## src/rtl/shift_sequencer.sv

```systemverilog
// Multi-cycle shift controller: captures one command, then applies one 1-bit
// shift/rotate step per clock until the amount is exhausted or abort arrives.
module shift_sequencer #(
    parameter int WIDTH = 8,
    parameter int CNTW  = 4
) (
    input  logic             clk,
    input  logic             clr,
    input  logic             start,
    input  logic [1:0]       mode,
    input  logic [CNTW-1:0]  amt,
    input  logic [WIDTH-1:0] operand,
    input  logic             abort,
    output logic             busy,
    output logic             done,
    output logic [WIDTH-1:0] result,
    output logic             last_bit,
    output logic             oflow
);
    typedef enum logic [1:0] {IDLE, SHIFT, DONE} state_t;
    typedef enum logic [1:0] {
        M_LSL = 2'b00,
        M_LSR = 2'b01,
        M_ASR = 2'b10,
        M_ROR = 2'b11
    } mode_t;

    state_t          state, state_nx;
    mode_t           mode_q;
    logic [CNTW-1:0] cnt;
    logic            accept, step, bit_out;
    logic [WIDTH-1:0] stepped;

    always_ff @(posedge clk or posedge clr) begin
        if (clr) state <= IDLE;
        else     state <= state_nx;
    end

    // An abort edge performs no step, so the partial result stays as of the previous edge.
    always_comb begin
        state_nx = state;
        accept   = 1'b0;
        step     = 1'b0;
        unique case (state)
            IDLE: begin
                if (start) begin
                    accept   = 1'b1;
                    state_nx = (amt == '0) ? DONE : SHIFT;
                end
            end
            SHIFT: begin
                if (abort) begin
                    state_nx = IDLE;
                end else begin
                    step = 1'b1;
                    if (cnt == CNTW'(1)) state_nx = DONE;
                end
            end
            DONE:    state_nx = IDLE;
            default: state_nx = IDLE;
        endcase
    end

    always_comb begin
        bit_out = result[0];
        stepped = {1'b0, result[WIDTH-1:1]};
        unique case (mode_q)
            M_LSL: begin
                bit_out = result[WIDTH-1];
                stepped = {result[WIDTH-2:0], 1'b0};
            end
            M_LSR:   ;
            M_ASR:   stepped = {result[WIDTH-1], result[WIDTH-1:1]};
            M_ROR:   stepped = {result[0], result[WIDTH-1:1]};
            default: ;
        endcase
    end

    always_ff @(posedge clk or posedge clr) begin
        if (clr) begin
            result   <= '0;
            last_bit <= 1'b0;
            oflow    <= 1'b0;
            cnt      <= '0;
            mode_q   <= M_LSL;
        end else if (accept) begin
            result   <= operand;
            mode_q   <= mode_t'(mode);
            cnt      <= amt;
            last_bit <= 1'b0;
            oflow    <= 1'b0;
        end else if (step) begin
            result   <= stepped;
            cnt      <= cnt - CNTW'(1);
            last_bit <= bit_out;
            if (mode_q != M_ROR) oflow <= oflow | bit_out;
        end
    end

    assign busy = (state != IDLE);
    assign done = (state == DONE);
endmodule

```

## config.mk

```make
export PLATFORM = sky130hd
export DESIGN_NAME = shift_sequencer
export DESIGN_NICKNAME = d
export VERILOG_FILES = /design/src/rtl/shift_sequencer.sv
export SDC_FILE = /design/constraint.sdc
export NUM_CORES = 1
export LEC_CHECK = 0
export BUFFER_PORTS_ARGS = -buffer_cell sky130_fd_sc_hd__buf_2
export CAP_MARGIN = 10
export CORE_MARGIN = 3
export CORE_UTILIZATION = 38
export CTS_BUF_LIST = sky130_fd_sc_hd__clkbuf_4 sky130_fd_sc_hd__clkbuf_8
export CTS_CLUSTER_SIZE = 8
export DETAILED_ROUTE_END_ITERATION = 7
export HOLD_SLACK_MARGIN = 0.03
export PLACE_DENSITY = 0.72
export SYNTH_ARGS = -nofsm -noshare
export SYNTH_HDL_FRONTEND = slang
export SYNTH_SLANG_ARGS = --single-unit
```

## constraint.sdc

```tcl
create_clock -name clk -period 1.38 [get_ports clk]
set_input_delay 0.276 -clock clk [delete_from_list [all_inputs] [get_ports clk]]
set_output_delay 0.276 -clock clk [all_outputs]
set_load 0.01 [all_outputs]
```

==> results.toml <==
[run_status]
status = "finished, violations left"
violations = "setup timing"

[global_route]
track_usage = 0.167
grt_pass1_wl_um = 4380
met1_usage = 0.249
gr-total-overflow = 0
grt_pass1_vias = 945
grt_start_max_net_pins = 19
antenna_found_initial = 0
grtUsageMet3 = 0.0307
grt-busiest-layer = "met1"
grt_use_met2 = 0.239

[timing]
fin_crit_ps = 1450
tightest_slew_ps = 413
max_slew_margin = 0.722
fmax_mhz = 689
fin_setup_tns_ps = -406
fin_worst_skew_ps = 2.37
rsz0062_at_grt = "true"
worst_slack_ps = -71.2
slew_violations = 0
fin_crit_sh = 1.05
hold_viol = 0
holdWs_ps = 157
setup_violations = 8

[detailed_routing]
vias = 1003
drt_iter0_markers = 32
drtPass1Iterations = 4
wl_per_cell_um = 14.6
wirelength_um = 2710
ant_nets = 0
drc = 0
vias_per_cell = 5.42

[floorplan]
dieArea_um2 = 3400
initial_core_util = 0.409
die_w_um = 58.3
core_area_um2 = 2540
row_count = 18
die-height_um = 58.3
io_pins = 30

[clock_tree]
clkTransAtPathRegs_ps = 100
cts_tree = "built"
root_buffer = "clkbuf_4"
cts.sinks = 18
cts_buffer_depth = 2
cts.htree.levels = 1
clkLatencyLatePin_ps = 300
cts-buffers-inserted = 3

[critical_path]
cp-end-kind = "register"
crit_path_start = "state[1]"
worstRegToRegCells = 5
max_stage_delay_ps = 420
cp.buffers_inverters = 2
worstSetupPathDepth = 5
crit_family = "flip-flops"
crit_type = "reg -> reg"
crit_slowest_cell = "dfrtp_1"
rr_startpoint = "state[1]"
cp_cell_sequence = "buf_6, or3b_4, buf_6, a211oi_4, o21ai_1"
crit_path_max_fanout = 6
critPathArrivalTime_ps = 1650
start_kind = "register"
rrSetupSlack_ps = -70
worst-endpoint-required_ps = 1570
endpoint = "result[5]"
path_common_cell = "buf_6"
r2r_end = "result[5]"

[synthesis]
ys_ff_latch = 18
avgSynthCellArea_um2 = 9.37
synth_cells = 111
synthesis.nets = 131
yosysSeqAreaShare = 0.433
syn_area_um2 = 1040
synth_cell_types = 34
ys_warn_count = 0

[run]
cap_violations = 0

[placement]
place.gp.congestion = 0.759
port_buffers = 29
dpl.hpwl_um = 1840
placed_area_um2 = 1260

[cells_and_area]
final_cell_mix = "buf_2, dfrtp_1, nand2_1, buf_4"
fillerInstances = 224
design_area_um2 = 1420
synthToLayoutAreaGrowth_pct = 36.5
nets = 176
final_common_cell = "buf_2"
final_layout_size_suffix_gt1_frac = 0.432
antennaDiodeCount = 0

[power]
p_per_area_nw_per_um2 = 2090
cellLeakagePower_nw = 0.692
finalPower_mw = 2.96
peakVddDrop_v = 0.00148

[hold_path]
whs_path_depth = 3
min_path_type = "in -> reg"
-- per-stage QoR --
stage	setup slack [ps]	cells	utilization
floorplan	-25.0	111	-
CTS	-62.5	182	0.532
global route	-161	185	0.558
detailed placement	-2.36	176	0.495
finish	-71.2	185	0.558
global placement	18.4	176	0.495
-- cells in the mapped netlist --
cell       instances  area, um^2
buf_4              1        7.51
nor3b_2            2        25.0
a221o_1            2        20.0
o221ai_1           1        8.76
nand2_1           17        63.8
dfrtp_1           18         450
a22o_1             1        8.76
a21oi_2            1        8.76
o2bb2ai_1          1        8.76
nand3b_1           1        7.51
a211oi_2           3        37.5
a22oi_1            3        22.5
buf_2              2        10.0
a21oi_1            5        25.0
buf_8              1        15.0
inv_1              7        26.3
nor2_1            10        37.5
o211ai_1           1        7.51
nand2b_1           2        12.5
mux2_2             1        11.3
o21ai_0            8        40.0
nor3b_1            2        15.0
o21ai_1            3        15.0
mux2i_1            4        40.0
buf_6              2        22.5
nor4_1             1        6.26
a32oi_1            1        8.76
nor3_1             1        5.00
o22ai_1            1        6.26
a31oi_1            1        6.26
or3b_1             1        8.76
nor2b_1            3        18.8
a21o_1             1        7.51
ha_1               2        25.0
-- final cells by class --
type                       instances  area (um^2)  share of cell area
timing repair buffer              46          302               0.213
clock buffer                       4         36.3              0.0256
tap                               30         37.5              0.0265
multi-input combinational         80          567               0.399
sequential                        18          450               0.317
inverter                           7         26.3              0.0185
-- registers in the layout (all words and copies together), names as in the netlist --
name,flops
result,8
cnt,4
mode_q,2
state,2
last_bit,1
oflow,1
-- where the power goes --
group	switching (mW)	leakage, nW	internal, mW
combinational	0.823	0.447	0.760
sequential	0.277	0.224	0.771
clock	0.171	0.0210	0.161
total	1.27	0.692	1.69
-- cell families (layout without fill, tap and decap cells) --
kind of cell	after synthesis	after routing	share of synthesized area
AND/OR/NAND/NOR	40	40	0.193
flip-flops	18	18	0.433
AO/OA/AOI/OAI	33	33	0.223
adder cells (fa/ha/maj)	2	2	0.0241
buffers and inverters	13	57	0.0782
multiplexers	5	5	0.0493
-- routing by layer --
metal	part of all wire	vias to the layer above	routed length, um
li1	-	478	-
met1	0.46	477	1240
met2	0.47	41	1270
met3	0.058	7	158
met4	0.017	0	46
met5	0	-	0
-- repair_timing --
action | CTS | global route
endpoints found under the hold margin | 18 | 0
hold buffers | 1 | 0
pin swaps | 3 | 4
resized for setup | 13 | 12
buffers inserted | 2 | 3
setup endpoints to repair | 5 | 15
-- how the worst min path moves through the flow --
stage / startpoint / endpoint / slack, ps
global placement: clr / cnt[2] / 300
finish: mode[1] / mode_q[1] / 160
detailed placement: clr / last_bit / 300
floorplan: clr / cnt[0] / 210
global route: mode[1] / mode_q[1] / 180
CTS: mode[1] / mode_q[1] / 160
-- tightest hold or removal path: stages --
cell	delay [ps]
buf_2	70
nand2_1	40
nand2_1	50
No activity file was read; power rests on OpenSTA's default activity.
